**src/rtl/dec_ctrl_pkg.sv**
```systemverilog
// Shared types and constants for the frame-buffer decompressor stream controller.
// Holds the FSM state type, default raster size and the RGB565 residual field layout.
package dec_ctrl_pkg;

    typedef enum logic [1:0] {
        ARM,
        STREAM,
        FLUSH
    } state_t;

    localparam int H_ACTIVE_DEF = 800;
    localparam int V_ACTIVE_DEF = 600;

    localparam int PIX_W  = 16;
    localparam int DEBT_W = 10;

    localparam int R_MSB = 15;
    localparam int R_LSB = 11;
    localparam int G_MSB = 10;
    localparam int G_LSB = 5;
    localparam int B_MSB = 4;
    localparam int B_LSB = 0;

    function automatic logic [PIX_W-1:0] pack_rgb565(
        input logic [R_MSB-R_LSB:0] r,
        input logic [G_MSB-G_LSB:0] g,
        input logic [B_MSB-B_LSB:0] b
    );
        logic [PIX_W-1:0] w;
        w              = '0;
        w[R_MSB:R_LSB] = r;
        w[G_MSB:G_LSB] = g;
        w[B_MSB:B_LSB] = b;
        return w;
    endfunction

endpackage

```
**src/rtl/dec_pix_counter.sv**
```systemverilog
// Column/row position of the next request the decompressor will receive.
// Advances once per issued request and wraps to 0/0 after the last pixel of a frame.
module dec_pix_counter
    import dec_ctrl_pkg::*;
#(
    parameter int H_ACTIVE = H_ACTIVE_DEF,
    parameter int V_ACTIVE = V_ACTIVE_DEF
) (
    input  logic i_clk,
    input  logic i_rst_n,
    input  logic i_adv,
    output logic o_last
);

    localparam int COL_W = (H_ACTIVE > 1) ? $clog2(H_ACTIVE) : 1;
    localparam int ROW_W = (V_ACTIVE > 1) ? $clog2(V_ACTIVE) : 1;
    localparam logic [COL_W-1:0] COL_LAST = COL_W'(H_ACTIVE - 1);
    localparam logic [ROW_W-1:0] ROW_LAST = ROW_W'(V_ACTIVE - 1);

    logic [COL_W-1:0] col_q, col_d;
    logic [ROW_W-1:0] row_q, row_d;
    logic             col_end;

    always_comb begin
        col_d   = col_q;
        row_d   = row_q;
        col_end = (col_q == COL_LAST);
        o_last  = col_end && (row_q == ROW_LAST);
        if (i_adv) begin
            if (col_end) begin
                col_d = '0;
                row_d = (row_q == ROW_LAST) ? '0 : row_q + ROW_W'(1);
            end else begin
                col_d = col_q + COL_W'(1);
            end
        end
    end

    always_ff @(posedge i_clk or negedge i_rst_n) begin
        if (!i_rst_n) begin
            col_q <= '0;
            row_q <= '0;
        end else begin
            col_q <= col_d;
            row_q <= row_d;
        end
    end

endmodule

```
**src/rtl/decomp_stream_ctrl.sv**
```systemverilog
// Feeds the decompressor exactly H_ACTIVE*V_ACTIVE requests per frame from the
// show-ahead residual FIFO, zero-padding on underflow and dropping owed words later.
module decomp_stream_ctrl
    import dec_ctrl_pkg::*;
#(
    parameter int H_ACTIVE = H_ACTIVE_DEF,
    parameter int V_ACTIVE = V_ACTIVE_DEF,
    parameter int CNT_W    = 16
) (
    input  logic              i_clk,
    input  logic              i_rst_n,
    input  logic              i_frame_start,
    input  logic              i_pix_en,
    input  logic [PIX_W-1:0]  i_fifo_data,
    input  logic              i_fifo_empty,
    output logic              o_fifo_rd,
    output logic              o_dec_req,
    output logic [PIX_W-1:0]  o_dec_data,
    output logic              o_frame_done,
    output logic              o_frame_err,
    output logic [CNT_W-1:0]  o_underflow_cnt,
    output logic [DEBT_W-1:0] o_debt,
    output logic              o_busy
);

    localparam logic [DEBT_W-1:0] DEBT_MAX = '1;

    state_t             state_q, state_d;
    logic               req_q, req_d;
    logic [PIX_W-1:0]   data_q, data_d;
    logic               last_req_q, last_req_d;
    logic               done_q, done_d;
    logic               err_q, err_d;
    logic [CNT_W-1:0]   uf_q, uf_d;
    logic [DEBT_W-1:0]  debt_q, debt_d;

    logic pix_slot;
    logic pop_pix;
    logic underflow;
    logic drop;
    logic adv;
    logic last_pix;

    dec_pix_counter #(
        .H_ACTIVE(H_ACTIVE),
        .V_ACTIVE(V_ACTIVE)
    ) u_pix_cnt (
        .i_clk  (i_clk),
        .i_rst_n(i_rst_n),
        .i_adv  (adv),
        .o_last (last_pix)
    );

    always_comb begin
        state_d    = state_q;
        err_d      = 1'b0;
        last_req_d = 1'b0;
        done_d     = last_req_q;
        debt_d     = debt_q;
        uf_d       = uf_q;

        pix_slot  = (state_q == STREAM) && i_pix_en;
        pop_pix   = pix_slot && !i_fifo_empty;
        underflow = pix_slot && i_fifo_empty;
        // Owed words are only dropped in cycles the display is not consuming one.
        drop      = (debt_q != '0) && !i_pix_en && !i_fifo_empty;
        o_fifo_rd = pop_pix || drop;

        req_d  = pix_slot || (state_q == FLUSH);
        adv    = req_d;
        data_d = pop_pix ? pack_rgb565(i_fifo_data[R_MSB:R_LSB],
                                       i_fifo_data[G_MSB:G_LSB],
                                       i_fifo_data[B_MSB:B_LSB]) : '0;

        if (underflow) begin
            if (debt_q == DEBT_MAX) begin
                err_d = 1'b1;
            end else begin
                debt_d = debt_q + DEBT_W'(1);
            end
            if (uf_q != '1) begin
                uf_d = uf_q + CNT_W'(1);
            end
        end else if (drop) begin
            debt_d = debt_q - DEBT_W'(1);
        end

        // frame_done marks streamed frames only; a flushed frame is flagged by frame_err.
        case (state_q)
            ARM: begin
                if (i_frame_start) begin
                    state_d = STREAM;
                end
            end
            STREAM: begin
                if (adv && last_pix) begin
                    state_d    = ARM;
                    last_req_d = 1'b1;
                end else if (i_frame_start) begin
                    state_d = FLUSH;
                    err_d   = 1'b1;
                end
            end
            FLUSH: begin
                if (last_pix) begin
                    state_d = ARM;
                end
            end
            default: state_d = ARM;
        endcase
    end

    always_ff @(posedge i_clk or negedge i_rst_n) begin
        if (!i_rst_n) begin
            state_q    <= ARM;
            req_q      <= 1'b0;
            data_q     <= '0;
            last_req_q <= 1'b0;
            done_q     <= 1'b0;
            err_q      <= 1'b0;
            uf_q       <= '0;
            debt_q     <= '0;
        end else begin
            state_q    <= state_d;
            req_q      <= req_d;
            data_q     <= data_d;
            last_req_q <= last_req_d;
            done_q     <= done_d;
            err_q      <= err_d;
            uf_q       <= uf_d;
            debt_q     <= debt_d;
        end
    end

    assign o_dec_req       = req_q;
    assign o_dec_data      = data_q;
    assign o_frame_done    = done_q;
    assign o_frame_err     = err_q;
    assign o_underflow_cnt = uf_q;
    assign o_debt          = debt_q;
    assign o_busy          = (state_q == STREAM) || (state_q == FLUSH);

endmodule

```
**config.mk**
```make
export PLATFORM = sky130hd
export DESIGN_NAME = decomp_stream_ctrl
export DESIGN_NICKNAME = d
export VERILOG_FILES = /design/src/rtl/dec_ctrl_pkg.sv /design/src/rtl/dec_pix_counter.sv /design/src/rtl/decomp_stream_ctrl.sv
export SDC_FILE = /design/constraint.sdc
export NUM_CORES = 1
export LEC_CHECK = 0
export BUFFER_PORTS_ARGS = -buffer_cell sky130_fd_sc_hd__clkbuf_2
export CAP_MARGIN = 20
export CORE_ASPECT_RATIO = 0.6
export CORE_UTILIZATION = 49
export DETAILED_ROUTE_END_ITERATION = 10
export GPL_TIMING_DRIVEN = 0
export PLACE_DENSITY_LB_ADDON = 0.1
export SLEW_MARGIN = 10
export SYNTH_ARGS = -nofsm -noshare
export SYNTH_HDL_FRONTEND = slang
export SYNTH_SLANG_ARGS = --single-unit
```
**constraint.sdc**
```tcl
create_clock -name i_clk -period 2.8 [get_ports i_clk]
set_input_delay 0.56 -clock i_clk [delete_from_list [all_inputs] [get_ports i_clk]]
set_output_delay 0.56 -clock i_clk [all_outputs]
set_load 0.01 [all_outputs]
```
* Yosys cells after proc, flatten, opt, wreduce, memory -nomap -nowiden
Cells that the tools add are included.
** Storage, ports and cells
- Input bits :: 21
- Register bits :: 68
** Operators by class
- Add/sub/neg operators :: 5
- Mux-type cells :: 18
- Equal/unequal tests :: 10
- Reduce and logical (&&, ||, !) cells :: 19
** Operators with widths (number)
- 2-to-1 mux 10 bit :: 5
- adder 10 x 1 -> 10 bit (second input constant) :: 3
- equality test 10 bit (second input constant) :: 3
- adder 16 x 1 -> 16 bit (second input constant) :: 1
- 2-to-1 mux 16 bit :: 1
- != test 16 bit (second input constant) :: 1
- nonzero test 10 bit :: 1
- subtractor 10 x 1 -> 10 bit (second input constant) :: 1
- 2-to-1 mux 2 bit :: 4
- logical AND 1 bit :: 7
- 2-to-1 mux 1 bit :: 7
- != test 2 bit (second input constant) :: 3
- case mux 2 bit (3 select lines) :: 1
- AND reduction 2 bit :: 3
- logical OR 1 bit :: 3
- != test 3 x 2 -> 1 bit (second input constant) :: 1
- AND reduction 3 bit :: 1
- equality test 2 x 1 -> 1 bit (second input constant) :: 1
- equality test 2 bit (second input constant) :: 1
- logical NOT 1 bit :: 2
- logical NOT 2 bit :: 1
- nonzero test 2 bit :: 1

* Logic depth before layout (Yosys ltp)
Gate-level depths: netlist of run 1.
- Depth in word-level cells :: 7
- Gate-level depth with buffers :: 11
- Mapped depth without buffers :: 11

* By module
A second synthesis of run 1 with hierarchy kept.
** Unflattened totals
- Cell total of the unflattened synthesis :: 309
- Area, all modules :: 3384.5 um^2
** By module, submodules not included
- decomp_stream_ctrl :: instances 1, cells an instance 206, area each 2326.0 um^2, sequential area each 1201.2 um^2
- dec_pix_counter :: instances 1, cells an instance 103, area each 1058.5 um^2, sequential area each 500.5 um^2

* Worst setup path after synthesis of run 1
Ideal clock, no wire load.
- Kind :: reg2reg
- From :: reg state_q[1]
- To :: reg debt_q[7], in the netlist o_debt[7]
- Required time :: 2.675 ns
- Arrival :: 2.546 ns
- Path slack :: 0.130 ns
- Buffers on the path :: 0
- Cell stages (with the launch flop) :: 11
- Setup time :: 0.125 ns
- Period minus slack after synthesis :: 2.670 ns
- Cell sequence :: dfrtp_1 > inv_1 > ha_1 > nand3_1 > ha_1 > a211o_1 > a2111oi_0 > nor2_1 > a21oi_1 > xnor2_1 > mux2_2
** Between the ends
- Word-level cells in the longest chain between the ends :: 5
- Elaborated cells on any way between the ends :: 7
- Classes of those cells :: eq/ne: 2; mux: 1; reduce/logical: 4
** Ends and longest elaborated chain
- from (decl) :: RTL line decomp_stream_ctrl.sv:28 : state_t state_q, state_d;
- from (signal assigned) :: RTL line decomp_stream_ctrl.sv:124 : state_q <= state_d;
- equality test 2 x 1 -> 1 bit * :: RTL line decomp_stream_ctrl.sv:62 : pix_slot = (state_q == STREAM) && i_pix_en;
- logical AND 1 bit * :: RTL line decomp_stream_ctrl.sv:62
- logical AND 1 bit * :: RTL line decomp_stream_ctrl.sv:64 : underflow = pix_slot && i_fifo_empty;
- != test 2 bit (no source line) / nonzero test 2 bit (equally long branches)
- AND reduction 2 bit (no source line)
- to (signal assigned) :: RTL line decomp_stream_ctrl.sv:131 : debt_q <= debt_d;
- to (decl) :: RTL line decomp_stream_ctrl.sv:35 : logic [DEBT_W-1:0] debt_q, debt_d;
Every way passes the cells marked *; elsewhere a longest branch is shown, timed or not.
A chain may end at the register's enable or synchronous reset.

* Final worst setup path of run 1
Same ends and word-level chain as after synthesis.

==> impl_metrics.toml, run 1 <==
[outcome]
status = "completed"

[routing]
drc_errors = 0
wl_met1_mm = 3.655
drtIter0Drc = 111
via_per_inst = 5.202
wl_per_cell_um = 14.15
highest_layer = "met4"
wirelength_mm = 6.847
wl_met2_mm = 2.805
wl_met3_um = 318
vias = 2518
ant_nets = 0
firstDrtPassIters = 4

[yosys]
synth_cells = 314
synth.distinct_cells = 41
postSynthAreaPerCell_um2 = 10.41
synthesis.area_um2 = 3269
synth-main-ff-cell = "dfrtp_1"
ys_async_sr_fraction_pct = 100.0
synth-seq-cells = 68
yosysWarnings = 0
netlist_top_cells_area = "dfrtp_1 (52%), ha_1 (5.4%), xnor2_1 (5.4%)"
yosysTopAreaCell = "dfrtp_1"
synth-edff-count = 0
syn-num-nets = 350
ys_seq_area_share_pct = 52.05
synth_top_area_share_pct = 52.05

[sta]
tightest_slew_ps = 738.6
hold_violations = 0
fin_skew_ps = 10.46
fmax_mhz = 373.7
whs_ps = 143.9
setup_viol = 0
fin_crit_sh_pct = 95.58
maxSlewViolCount = 0
fin_setup_tns_ps = 0
maxSlewHeadroom_pct = 50.76
min_period_ps = 2676
setup_ws_ps = 123.8

[final_layout]
finalInstanceArea_um2 = 3975
area_growth_pct = 21.58
nNetsFinal = 431
drive_above_1_share_pct = 25.00
diodes = 0

[clock_tree]
clk_pin_slew_ps = 80
htreeDepth = 3
cts_hold_buf = 0
cts-buffers-inserted = 9
max-clock-path-buffers = 2
tritoncts = "yes"
clock-sinks = 68
clock_latency_ps = 340
cts_root_buf = "clkbuf_8"

[global_route]
grt.total_usage_pct = 21.62
grt_pass1_wl_mm = 11.54
grt-ovfl-total = 0
antenna_found_initial = 0
grt_start_max_net_pins = 46
grt_pass1_vias = 2292

[run]
drv_cap = 0

[floorplan]
num_io_pins = 68
die-height_um = 65.27
rows = 22
start_util_pct = 52.09
die-area_um2 = 7014
core_um2 = 6276
die-width_um = 107.5

[pwr]
p_sw_share_pct = 38.65
pwr-share-seq_pct = 40.3
p_leak_nw = 1.947
power_frac_comb_pct = 38.2
p_sw_w = 0.001313
pwr-share-clk_pct = 21.5
power_w = 0.003397
power_density_nw_per_um2 = 854.5
irDropWorstVdd_mv = 0.4543
internal_power_w = 0.002084

[worst_setup_path]
critPathMaxFanout = 5
required_ps = 3030
end_kind = "flop"
critical_path_class = "flop to flop"
start_kind = "flop"
worst_ep_arrival_time_ps = 2910

[hold_path]
hold_path_class = "primary input to async pin"

[place]
place.gp.congestion = 0.8338
dpl_cell_area_um2 = 3740
port_buffers = 67
dp_slack_ps = -318.7
post-dp-hpwl_mm = 4.966
## routing by layer
layer	track usage, %	vias to the layer above
li1	-	1254
met1	33.29	1201
met2	29.68	57
met3	6.052	6
met4	5.308	0
met5	0	-
## power groups by stage
stage,logic [W],registers (W),clock network [W]
after global routing,0.00145,0.00139,0.000789
after floorplan,0.000831,0.00139,0
final,0.00130,0.00137,0.000732
after global placement,0.00120,0.00137,0
after detailed placement,0.00123,0.00138,0
after CTS,0.00124,0.00136,0.000747
## critical path, cell delays in order (launching register included)
cell and delay (ps):
dfrtp_1 420, inv_1 100, ha_2 250, nand3_4 130, ha_1 320, a211o_1 310, a2111oi_1 340, nor2_1 110
a21oi_1 220, xnor2_1 110, mux2_2 270
## Yosys cell counts, drive strengths merged (2+ instances only)
cell and number:
a21o 3, a21oi 21, a31oi 5, and2 19, and3 5, and4 2
clkbuf 2, dfrtp 68, ha 14, inv 11, mux2 4, nand2 24
nand2b 3, nand3 19, nand4 6, nor2 29, nor2b 3, nor3 6
nor4 5, o21a 2, o21ai 11, o31ai 2, or2 3, or3 2
or4b 2, xnor2 20, xor2 13
## what timing repair did
action	in CTS	in global routing
endpoints found under the setup margin	5	4
setup buffers	0	2
resized for setup	2	5
pin swaps	0	1
## area by class of cell
class                   count  area (um^2)
fillers                   517         2301
flip-flops and latches     68         1702
multi-input cells         232         1539
repair buffers             70        392.9
clock buffers              10        137.6
well taps                  84        105.1
inverters                  11        41.29
clock inverters             6        38.79
plain buffers               3        18.77
## stage by stage
stage | cells | util [%]
2_1_floorplan | 314 | -
3_3_place_gp | 465 | 59.11
3_5_place_dp | 466 | 59.59
4_1_cts | 482 | 62.60
5_1_grt | 484 | 63.34
6_report | 484 | 63.34
## state kept, by name (all words and copies together), names as in the netlist
register	flops
o_dec_data	16
o_underflow_cnt	16
o_debt	10
u_pix_cnt.col_q	10
u_pix_cnt.row_q	10
state_q	2
done_d	1
o_dec_req	1
o_frame_done	1
o_frame_err	1
## worst paths after layout
kind,depth (start not counted),slack (ps),start,end
max in group asynchronous,2,2120,i_rst_n,o_underflow_cnt[9]
worst max register to register,10,120,state_q[1],o_debt[7]
worst max-delay path,10,120,state_q[1],o_debt[7]
worst min-delay path,1,140,i_rst_n,o_debt[4]
min in group i_clk,0,360,done_d,o_frame_done
worst min register to register,0,360,done_d,o_frame_done
## cells in the final DEF (no fill, tap or decap), types with 4 or more instances in the layout
master / instances
clkbuf_2: 66
nand4_1: 6
xor2_1: 13
and2_1: 19
and3_1: 5
nor4_1: 4
nor2_1: 29
inv_1: 11
clkbuf_8: 10
nand3_1: 18
nand2_1: 24
xnor2_1: 20
ha_1: 13
a21oi_1: 21
o21ai_0: 8
dfrtp_1: 68
nor3_1: 5
a31oi_1: 5
## logic make-up after synthesis
kind of cell	after synthesis	synth area share, %
mux	5	1.684
compound gates	51	9.185
flops	68	52.05
xor+xnor	33	8.840
buf+inv	14	1.837
simple gates	128	20.44
fa+ha+maj	15	5.970
Power figures use the tool's default switching activity.
==> run 2: changes to the inputs <==
--- a/config.mk
+++ b/config.mk
@@ -8,7 +8,7 @@
 export BUFFER_PORTS_ARGS = -buffer_cell sky130_fd_sc_hd__clkbuf_2
 export CAP_MARGIN = 20
 export CORE_ASPECT_RATIO = 0.6
-export CORE_UTILIZATION = 49
+export CORE_UTILIZATION = 35
 export DETAILED_ROUTE_END_ITERATION = 10
 export GPL_TIMING_DRIVEN = 0
 export PLACE_DENSITY_LB_ADDON = 0.1
==> impl_metrics.toml, run 2 (same netlist as run 1, synthesis figures left out) <==
[place]
port_buffers = 67
post-dp-hpwl_mm = 5.106
place.gp.congestion = 0.7908
dp_cells = 494

[final_layout]
drive_above_1_share_pct = 25.81
final_common_cell = "dfrtp_1"
final_cell_count_no_fill = 515
area_growth_pct = 26.56
diodes = 0
nNetsFinal = 434
fillers = 866
final_cell_mix = "dfrtp_1 (68), clkbuf_2 (66), nor2_1 (29)"

[sta]
fin_skew_ps = 5.852
min_period_ps = 2602
hold_violations = 0
tightest_slew_ps = 727.5
setup_viol = 0
fmax_mhz = 384.3
whs_ps = 176.6
fin_crit_sh_pct = 92.93
maxSlewHeadroom_pct = 51.50
fin_setup_tns_ps = 0
maxSlewViolCount = 0
rsz0062_at_grt = "no"

[global_route]
grt_pass1_wl_mm = 11.76
grt-ovfl-total = 0
antenna_found_initial = 0
grt_start_max_net_pins = 44
grt_pass1_vias = 2388
grt.total_usage_pct = 15.83

[worst_setup_path]
worstReg2RegEnd = "o_debt[7]"
cp-endpoint = "o_debt[7]"
r2r-start = "state_q[1]"
reg2reg_slack_ps = 200
worst_ep_arrival_time_ps = 2820
end_kind = "flop"
crit_path_start = "state_q[1]"
start_kind = "flop"
ff2ff_path_depth = 10
critPathMaxFanout = 6
required_ps = 3020
critical_path_class = "flop to flop"

[routing]
drc_errors = 0
via_per_inst = 4.876
wirelength_mm = 7.089
vias = 2511
wl_per_cell_um = 13.77
drtIter0Drc = 100
ant_nets = 0
firstDrtPassIters = 4

[floorplan]
die-area_um2 = 9745
rows = 26
die-width_um = 126.8
die-height_um = 76.87
num_io_pins = 68
core_um2 = 8783
start_util_pct = 37.22

[pwr]
p_leak_nw = 1.991
irDropWorstVdd_mv = 0.3292
power_w = 0.003722
power_density_nw_per_um2 = 899.5

[clock_tree]
htreeDepth = 3
max-clock-path-buffers = 2
tritoncts = "yes"
cts_root_buf = "clkbuf_16"
cts-buffers-inserted = 9
clock_latency_ps = 330
cts_hold_buf = 0
clk_pin_slew_ps = 60
clock-sinks = 68

[outcome]
status = "completed"

[hold_path]
hold_path_class = "primary input to async pin"

[run]
drv_cap = 0
run 2: cell count changes in the layout (fill, tap and decap cells not counted), moves of 2 or more:
cell,previous run,this run
clkbuf_16,0,9
clkbuf_8,10,1
clkinv_4,0,2
buf_4,1,4
run 2: where the power goes:
group          total (W)  internal (W)  leakage, nW  switching [W]
Sequential       0.00137       0.00116        0.897       0.000210
Combinational    0.00131      0.000587        0.956       0.000723
Clock            0.00104      0.000620        0.138       0.000420
Total            0.00372       0.00237         1.99        0.00135
run 2: repair_timing:
item	in CTS	in global routing
cloned	0	1
setup buffers	0	4
endpoints found under the setup margin	5	3
resized for setup	3	6
pin swaps	0	1
run 2: cell type report:
type	instances	area, um^2	share of cell area (%)
Tap cell	112	140.1	3.387
Clock inverter	6	40.04	0.9676
Multi-Input combinational cell	233	1558	37.65
Sequential cell	68	1702	41.12
Timing Repair Buffer	72	395.4	9.555
Buffer	3	18.77	0.4536
Inverter	11	45.04	1.089
Clock buffer	10	239.0	5.776
run 2: how the worst min path moves through the flow:
stage / from / to / slack, ps / depth (start not counted)
floorplan: i_rst_n / done_d / 260 / 0
detailed placement: done_d / o_frame_done / 340 / 0
CTS: i_rst_n / o_debt[2] / 180 / 1
finish: i_rst_n / o_debt[2] / 180 / 1
global placement: done_d / o_frame_done / 330 / 0
global route: i_rst_n / o_debt[2] / 210 / 1
run 2: metal layers:
layer | part of all wire (%) | global-route usage (%) | up-vias
li1 | - | - | 1261
met1 | 52 | 22.79 | 1173
met2 | 39 | 20.39 | 66
met3 | 6.8 | 6.420 | 11
met4 | 1.4 | 6.905 | 0
met5 | 0 | 0 | -
run 2: per-stage QoR:
step	setup slack [ps]	area (um^2)	util [%]
after floorplan	129.7	3269	-
after global placement	-364.2	3745	42.64
after detailed placement	-367.3	3775	42.98
after CTS	24.17	4069	46.32
after global routing	65.30	4138	47.11
final	198.0	4138	47.11
run 2: worst max-delay path: stages (launching register included):
cell,delay [ps]
dfrtp_1,400
inv_1,120
ha_4,190
nand3_4,140
ha_1,330
a211o_1,330
a2111oi_2,310
nor2_1,100
a21oi_1,220
xnor2_1,90
mux2_2,260
